**src/rtl/seat_access_arbiter.sv**
```systemverilog
// rtl/seat_access_arbiter.sv - round-robin arbiter for seat reserve/release requests into the seating system
// Optional auto-release of stale reservations is compiled in with SEAT_TIMEOUT_EN.
module seat_access_arbiter #(
    parameter int          NUM_REQ    = 3,
    parameter logic [10:0] HOLD_LIMIT = 11'd60
) (
    input  logic                   clk,
    input  logic                   reset,
    input  logic [NUM_REQ-1:0]     req,
    input  logic [NUM_REQ*25-1:0]  req_student,
    input  logic [NUM_REQ*5-1:0]   req_seat,
    input  logic [NUM_REQ-1:0]     req_op,
    input  logic [10:0]            Time,
    output logic [NUM_REQ-1:0]     grant,
    output logic                   done,
    output logic [1:0]             result,
    output logic [24:0]            Student_No,
    output logic [4:0]             Seat_No,
    output logic                   write,
    output logic [1:0]             Seat_State
);

    localparam int IW = (NUM_REQ > 1) ? $clog2(NUM_REQ) : 1;

`ifdef SEAT_TIMEOUT_EN
    typedef enum logic [2:0] {S_IDLE, S_CHECK, S_WRITE, S_RESP, S_SCAN} state_t;
`else
    typedef enum logic [2:0] {S_IDLE, S_CHECK, S_WRITE, S_RESP} state_t;
`endif

    state_t        state_q, state_d;
    logic [IW-1:0] rr_q, rr_d;
    logic [IW-1:0] win_q, win_d;
    logic [24:0]   stu_q, stu_d;
    logic [4:0]    seat_q, seat_d;
    logic          op_q, op_d;
    logic [1:0]    result_q, result_d;
    logic [24:0]   student_no_q, student_no_d;
    logic [4:0]    seat_no_q, seat_no_d;
    logic [1:0]    seat_state_q, seat_state_d;
    logic [4:0]    scan_q, scan_d;

    logic [31:0]   valid_q, valid_d;
    logic [24:0]   owner_q [32];
    logic [24:0]   owner_d [32];
    logic [10:0]   stamp_q [32];
    logic [10:0]   stamp_d [32];

    logic          found;
    logic [IW-1:0] pick;
    logic [IW-1:0] rr_next;
    int            pick_j;
    logic [1:0]    check_res;
    logic [4:0]    scan_next;

    // Search starts at the pointer and wraps, so the first hit is the round-robin winner.
    always_comb begin
        found  = 1'b0;
        pick   = '0;
        pick_j = 0;
        for (int k = 0; k < NUM_REQ; k++) begin
            pick_j = int'(rr_q) + k;
            if (pick_j >= NUM_REQ) begin
                pick_j = pick_j - NUM_REQ;
            end
            if (!found && req[IW'(pick_j)]) begin
                found = 1'b1;
                pick  = IW'(pick_j);
            end
        end
        rr_next = (pick == IW'(NUM_REQ - 1)) ? '0 : pick + 1'b1;
    end

    always_comb begin
        check_res = 2'b00;
        if (seat_q == 5'd0) begin
            check_res = 2'b11;
        end else if (!op_q) begin
            if (valid_q[seat_q] && owner_q[seat_q] != stu_q) begin
                check_res = 2'b01;
            end
        end else begin
            if (!valid_q[seat_q] || owner_q[seat_q] != stu_q) begin
                check_res = 2'b10;
            end
        end
    end

    assign scan_next = (scan_q == 5'd31) ? 5'd1 : scan_q + 5'd1;

`ifdef SEAT_TIMEOUT_EN
    logic [10:0] age;
    assign age = Time - stamp_q[scan_q];
`else
    logic unused_default;
    always_comb begin
        unused_default = ^scan_q ^ ^scan_next;
        for (int i = 0; i < 32; i++) begin
            unused_default = unused_default ^ (^stamp_q[i]);
        end
    end
`endif

    always_comb begin
        state_d      = state_q;
        rr_d         = rr_q;
        win_d        = win_q;
        stu_d        = stu_q;
        seat_d       = seat_q;
        op_d         = op_q;
        result_d     = result_q;
        student_no_d = student_no_q;
        seat_no_d    = seat_no_q;
        seat_state_d = seat_state_q;
        scan_d       = scan_q;
        valid_d      = valid_q;
        owner_d      = owner_q;
        stamp_d      = stamp_q;
        case (state_q)
            S_IDLE: begin
                if (found) begin
                    win_d   = pick;
                    rr_d    = rr_next;
                    stu_d   = req_student[25*pick +: 25];
                    seat_d  = req_seat[5*pick +: 5];
                    op_d    = req_op[pick];
                    state_d = S_CHECK;
                end
`ifdef SEAT_TIMEOUT_EN
                else if (valid_q[scan_q] && age >= HOLD_LIMIT) begin
                    seat_d       = scan_q;
                    student_no_d = owner_q[scan_q];
                    seat_no_d    = scan_q;
                    seat_state_d = 2'b01;
                    scan_d       = scan_next;
                    state_d      = S_SCAN;
                end else begin
                    scan_d = scan_next;
                end
`endif
            end
            S_CHECK: begin
                result_d = check_res;
                if (check_res == 2'b00) begin
                    student_no_d = stu_q;
                    seat_no_d    = seat_q;
                    seat_state_d = op_q ? 2'b01 : 2'b11;
                    state_d      = S_WRITE;
                end else begin
                    state_d = S_RESP;
                end
            end
            S_WRITE: begin
                if (op_q) begin
                    valid_d[seat_q] = 1'b0;
                end else begin
                    valid_d[seat_q] = 1'b1;
                    owner_d[seat_q] = stu_q;
                    stamp_d[seat_q] = Time;
                end
                state_d = S_RESP;
            end
            S_RESP: begin
                state_d = S_IDLE;
            end
`ifdef SEAT_TIMEOUT_EN
            S_SCAN: begin
                valid_d[seat_q] = 1'b0;
                state_d         = S_IDLE;
            end
`endif
            default: begin
                state_d = S_IDLE;
            end
        endcase
    end

    always_ff @(posedge clk) begin
        if (reset) begin
            state_q      <= S_IDLE;
            rr_q         <= '0;
            win_q        <= '0;
            stu_q        <= '0;
            seat_q       <= '0;
            op_q         <= 1'b0;
            result_q     <= 2'b00;
            student_no_q <= '0;
            seat_no_q    <= '0;
            seat_state_q <= 2'b00;
            scan_q       <= 5'd1;
            valid_q      <= '0;
        end else begin
            state_q      <= state_d;
            rr_q         <= rr_d;
            win_q        <= win_d;
            stu_q        <= stu_d;
            seat_q       <= seat_d;
            op_q         <= op_d;
            result_q     <= result_d;
            student_no_q <= student_no_d;
            seat_no_q    <= seat_no_d;
            seat_state_q <= seat_state_d;
            scan_q       <= scan_d;
            valid_q      <= valid_d;
        end
    end

    // Owner and stamp are only meaningful while valid is set, so they need no reset.
    always_ff @(posedge clk) begin
        owner_q <= owner_d;
        stamp_q <= stamp_d;
    end

    assign grant      = (state_q == S_CHECK) ? (NUM_REQ'(1) << win_q) : '0;
`ifdef SEAT_TIMEOUT_EN
    assign write      = (state_q == S_WRITE) || (state_q == S_SCAN);
`else
    assign write      = (state_q == S_WRITE);
`endif
    assign done       = (state_q == S_RESP);
    assign result     = result_q;
    assign Student_No = student_no_q;
    assign Seat_No    = seat_no_q;
    assign Seat_State = seat_state_q;

endmodule

```
**config.mk**
```make
export PLATFORM = sky130hd
export DESIGN_NAME = seat_access_arbiter
export DESIGN_NICKNAME = d
export VERILOG_FILES = /design/src/rtl/seat_access_arbiter.sv
export SDC_FILE = /design/constraint.sdc
export NUM_CORES = 1
export LEC_CHECK = 0
export CAP_MARGIN = 20
export CELL_PAD_IN_SITES_DETAIL_PLACEMENT = 0
export CELL_PAD_IN_SITES_GLOBAL_PLACEMENT = 2
export CORE_MARGIN = 2
export CORE_UTILIZATION = 45
export CTS_BUF_LIST = sky130_fd_sc_hd__clkbuf_4 sky130_fd_sc_hd__clkbuf_8
export CTS_CLUSTER_SIZE = 25
export DETAILED_ROUTE_END_ITERATION = 8
export PLACE_DENSITY = 0.85
export SYNTH_ARGS = -nofsm -noshare
export SYNTH_HDL_FRONTEND = slang
export SYNTH_SLANG_ARGS = --single-unit
```
**constraint.sdc**
```tcl
create_clock -name clk -period 11.5 [get_ports clk]
set_input_delay 1.725 -clock clk [delete_from_list [all_inputs] [get_ports clk]]
set_output_delay 1.725 -clock clk [all_outputs]
set_load 0.1 [all_outputs]
```
# --- After elaboration in Yosys (flattened, before gate mapping) ---
# Cells that the tools add are included.
totals:
  register_bits: 904
  latchBits: 0
  ram_bits: 0
  rom_bits: 0
  in_bits: 109
  n_memories: 0
classes:
  addsub: 6
  n_mul: 2
  n_div: 0
  n_lt_le_gt_ge: 11
  n_eq_ne: 6
  shift: 3
  muxes: 41
  n_bitwise: 5
  reduce_logical: 15
op_table:
  columns: ["operator", "count"]
  rows:
  - ["800-bit bitwise mux", 1]
  - ["25-bit binary-select mux with 5-bit select", 1]
  - ["25-bit demux with 5-bit select", 1]
  - ["25-bit 2-to-1 mux", 3]
  - ["75-bit by 8-bit indexed part select with 25-bit output", 1]
  - ["32-bit bitwise AND", 1]
  - ["32-bit 2-to-1 mux", 1]
  - ["32-bit NOT", 1]
  - ["32-bit OR", 1]
  - ["25-bit inequality test", 1]
  - ["2-bit 2-to-1 mux", 11]
  - ["15-bit by 6-bit indexed part select with 5-bit output", 1]
  - ["1-bit 2-to-1 mux", 14]
  - ["2-bit by 4-bit < comparator with 1-bit output, second input constant", 3]
  - ["3-bit one-hot mux with 3 select lines", 1]
  - ["1-bit binary-select mux with 2-bit select", 4]
  - ["5-bit by 2-bit multiplier with 7-bit output, first input constant", 1]
  - ["3-bit by 2-bit == test with 1-bit output, second input constant", 2]
  - ["3-bit by 2-bit greater-or-equal comparator with 1-bit output, second input constant", 2]
  - ["6-bit greater-or-equal comparator, second input constant", 1]
  - ["5-bit by 6-bit < comparator with 1-bit output, second input constant", 1]
  - ["6-bit by 1-bit < comparator with 1-bit output, second input constant", 1]
  - ["3-bit 2-to-1 mux", 2]
  - ["5-bit NOT with 6-bit output", 1]
  - ["other kinds (22)", 32]

# --- Depth between registers and ports, before layout ---
logic_depth:
  depth_word: 14
  mapped_depth: 16

# --- Worst setup path before layout ---
# OpenSTA, ideal clock, no wires.
synth_timing:
  path_kind: "reg2out"
  start: "register state_q[1]"
  end: "output grant[1]"
  arrival_time_ns: 2.896
  t_required_ns: 9.775
  setup_slack_ns: 6.879
  path_stages_with_launch: 5
  n_path_buf: 0
  cell_sequence: "dfxtp_1 -> inv_1 -> ha_1 -> inv_1 -> nor3b_1"
synth_between:
  elab_chain_len: 2
synth_lines:
  columns: ["item", "line_no", "rtl"]
  rows:
  - ["start, declared", "31", "state_t state_q, state_d;"]
  - ["start signal, assigned", "193", "state_q <= state_d;"]
  - ["3-bit by 1-bit == test with 1-bit output", "214", "assign grant = (state_q == S_CHECK) ? (NUM_REQ'(1) << win_q) : '0;"]
  - ["3-bit 2-to-1 mux", "214", null]
  - ["end, declared", "14", "output logic [NUM_REQ-1:0] grant,"]
# No other way between the ends.

# --- Worst setup path after layout ---
layout_timing:
  start: "register seat_q[1]"
  end: "register student_no_q[12], in the netlist Student_No[12]"
layout_between:
  elab_chain_len: 11
  word_cells_on_any_way: 17
layout_lines:
  columns: ["item", "line_no", "rtl"]
  rows:
  - ["start, declared", "35", "logic [4:0] seat_q, seat_d;"]
  - ["start signal, assigned", "197", "seat_q <= seat_d;"]
  - ["5-bit NOT with 6-bit output", null, null]
  - ["25-bit binary-select mux with 5-bit select", "79, 83", null]
  - ["25-bit 2-to-1 mux (not written as such) (2 in a row)", "79, 83", null]
  - ["25-bit inequality test", "79, 83", null]
  - ["1-bit logical AND / 1-bit logical OR (equally long branches)", "79, 83", null]
  - ["1-bit 2-to-1 mux / 2-bit 2-to-1 mux (equally long branches)", "79, 83", null]
  - ["2-bit 2-to-1 mux", "78", "end else if (!op_q) begin"]
  - ["2-bit 2-to-1 mux *", "76", "if (seat_q == 5'd0) begin"]
  - ["2-bit zero test *", "144", "if (check_res == 2'b00) begin"]
  - ["2-bit AND reduction (no source line) *", null, null]
  - ["end signal, assigned", "200", "student_no_q <= student_no_d;"]
  - ["end, declared", "38", "logic [24:0] student_no_q, student_no_d;"]
# Every way passes the cells marked *; elsewhere a longest branch is shown, timed or not. The select of a mux whose other input is x is not followed.
# A chain may end at the register's enable or synchronous reset.

==> impl_metrics.toml <==
[die]
die-area_um2 = 81900
initial_core_util_pct = 45.4
ios = 148
die_x_um = 286
core_um2 = 78900
chipHeight_um = 286
rows = 103

[pwr]
vdd_ir_drop_max_mv = 0.191
power_mw = 10.2
power_density_nw_per_um2 = 244
leakage_nw = 13.8

[global_route]
grt.total_usage_pct = 24.7
grt_pass1_vias = 21220
antenna_found_initial = 1
overflow = 0
grt_max_degree = 140
grt_pass1_wl_mm = 144

[detailed_routing]
drt_iter0_drc = 2259
drc = 0
postRouteWirelength_mm = 102
drt.antenna.violating_nets = 0
via_per_inst = 5.85
wl_per_cell_um = 28.1
num_vias = 21171
dr.pass1.iters = 7

[finish]
area_growth_pct = 16.7
final_nets = 2565
final_cell_count_no_fill = 3619
drive_gt1_share_pct = 15.4
fill_cells = 6402

[logic_synthesis]
synth_cell_type_count = 53
ys_seq_area_share_pct = 72.8
synth_edf_count = 800
synth_top_family_by_area = "multiplexers"
yosys.area_share.simple_pct = 5.02
ys_ff_latch = 903
synth_warnings = 0
synth_area_um2 = 35800
synthesis.area_per_instance_um2 = 16.2
async_flop_share_pct = 0
yosys.area_share.adder_pct = 0.300
syn_inst = 2209
ys.flop_type = "edfxtp_1"
synthMuxAreaShare_pct = 13.6
synth_xor_area_share_pct = 0.171
synth_nets = 2325
synth_compound_area_share_pct = 6.05

[clocking]
clock_latency_ns = 0.79
tritoncts = "yes"
h-tree-depth = 4
clock-root-buffer = "clkbuf_8"
clock_path_buffers = 3
numClockSinks = 903
cts_buffers = 146
hold_buffers = 0
postCtsSetupBuffers = 0
cts_resized = 0
clk_pin_slew_worst_paths_ns = 0.06

[worst_setup_path]
crit_family = "simple AND/OR/NAND/NOR gates"
cp.required_ns = 12.20
end_kind = "register"
critical_path_buf_inv_count = 3
start_kind = "register"
arrival_ns = 7.08
cpPeakStageDelay_ns = 0.67
reg2reg_slack_ns = 5.12
worstSetupPathType = "reg -> reg"
crit_chain = "buf_12 > buf_12 > mux2i_1 > o22ai_1 > nor4_1 > a21oi_1 > or4_1 > nor4_2 > nand4_1 > a21oi_4 > buf_4 > mux2i_1"
worstPathMaxFanout = 139
critPathSlowestCell = "buf_12"

[timing]
drv_slew = 0
fin_tns_setup_ns = 0
finalCriticalPeriod_ns = 6.38
post-route-period-util_pct = 55.5
rsz0062_at_grt = "no"
fin_worst_skew_ns = 0.0319
setup_viol = 0
slew-limit-headroom_pct = 23.4
fmax_mhz = 157
hold_viol_final = 0
tightest_slew_ns = 1.15

[status]
status = "completed"

[placement]
dpl.cell_count = 3340
place_hpwl_mm = 51.0
place.gp.congestion = 0.782
port_buffers = 136

[min_path]
hp-class = "reg -> reg"

[job]
maxCapViolCount = 0
## flip-flops by register name, indices dropped and copies added, names as in the netlist, named ones only
register	count
stu_q	25
rr_q	2
Seat_No	5
result	2
op_q	1
win_q	2
state_q	2
Seat_State	2
owner_q	800
Student_No	25
seat_q	5
## cells in the mapped netlist (all sizes together) (5+ instances only)
library cell | instances | area [µm²]
inv | 35 | 131
or3 | 8 | 50.1
mux4 | 32 | 721
a21oi | 90 | 462
a22oi | 16 | 120
nor3b | 5 | 37.5
nor4 | 46 | 294
a211oi | 31 | 233
ha | 7 | 87.6
nand2b | 65 | 407
o22ai | 176 | 1100
nand4bb | 6 | 67.6
clkbuf | 64 | 240
nand4 | 7 | 43.8
nor3 | 5 | 25.0
o21ai | 35 | 175
buf | 69 | 365
mux2i | 414 | 4140
or4 | 9 | 67.6
and3 | 18 | 113
nand3b | 5 | 37.5
nand2 | 38 | 143
xor2 | 7 | 61.3
nor2 | 84 | 315
edfxtp | 800 | 24000
dfxtp | 103 | 2060
## through the flow
stage / setup WS, ns / utilization, % / hold WS (ns) / cell area, µm²
after floorplan: 6.88 / - / 0.450 / 35800
after global placement: 5.21 / 48.9 / 0.459 / 38600
after detailed placement: 5.06 / 48.9 / 0.460 / 38600
after CTS: 5.08 / 52.7 / 0.474 / 41500
after global routing: 4.83 / 53.0 / 0.490 / 41800
final: 5.12 / 53.0 / 0.473 / 41800
## logic make-up (layout without fill, tap and decap cells)
logic type               count (synthesis)  count (layout)
adder cells (fa/ha/maj)                  9               9
buffers and inverters                  168             527
AND/OR/NAND/NOR                        319             319
XOR/XNOR                                 7               7
AO/OA/AOI/OAI                          357             357
other                                    0               1
multiplexers                           446             446
flip-flops                             903             903
## per-layer routing
layer / wire length [µm] / up-vias / GRT usage [%]
li1: - / 9233 / -
met1: 40100 / 10651 / 32.3
met2: 48400 / 1104 / 39.6
met3: 10200 / 183 / 6.89
met4: 2850 / 0 / 8.69
met5: 0 / - / 0
## path summary, 6_finish.rpt
kind / from / end / depth (start not counted)
max: seat_q[1] / Student_No[12] / 12
max reg2reg: seat_q[1] / Student_No[12] / 12
min: Student_No[16] / Student_No[16] / 2
min reg2reg: Student_No[16] / Student_No[16] / 2
## cell type report
cell class | count | area (µm²) | share of cell area, %
antenna | 1 | 2.50 | 0.00598
timing repair buffer | 225 | 2250 | 5.38
clock buffer | 222 | 2670 | 6.39
inverter | 35 | 131 | 0.314
tap | 1050 | 1310 | 3.14
multi-input combinational | 1138 | 9090 | 21.7
sequential | 903 | 26100 | 62.4
clock inverter | 45 | 268 | 0.640
## placed cells by master (no fill, tap or decap), drive strengths merged, types with 2 or more instances in the layout
cell and instances:
nand4b 4, nor4b 2, and3 18, buf 89, clkinvlp 5, a211oi 31
nor4 46, dfxtp 103, or3 8, or4b 4, nand3b 5, or3b 3
nor3b 5, ha 7, clkinv 50, clkbuf 223, nor3 5, and3b 3
nand2 38, o22ai 176, a22oi 16, mux4 32, nor2 84, mux2i 414
edfxtp 800, a21oi 90, xor2 7, nand4bb 6, or4 9, nand3 3
maj3 2, clkdlybuf4s50 135, inv 24, o21ai 35, nand4 7, nand2b 65
## power breakdown
group	internal, mW	switching [mW]	total, mW
Clock	1.51	1.24	2.75
Combinational	1.12	2.06	3.18
Sequential	4.11	0.183	4.30
## tightest hold or removal path, delay by kind of cell (launching register included)
kind,cells,cell delay [ns]
flops,1,0.31
mux,1,0.05
simple gates,1,0.06
Note: power is estimated with default switching activity, not from simulation.
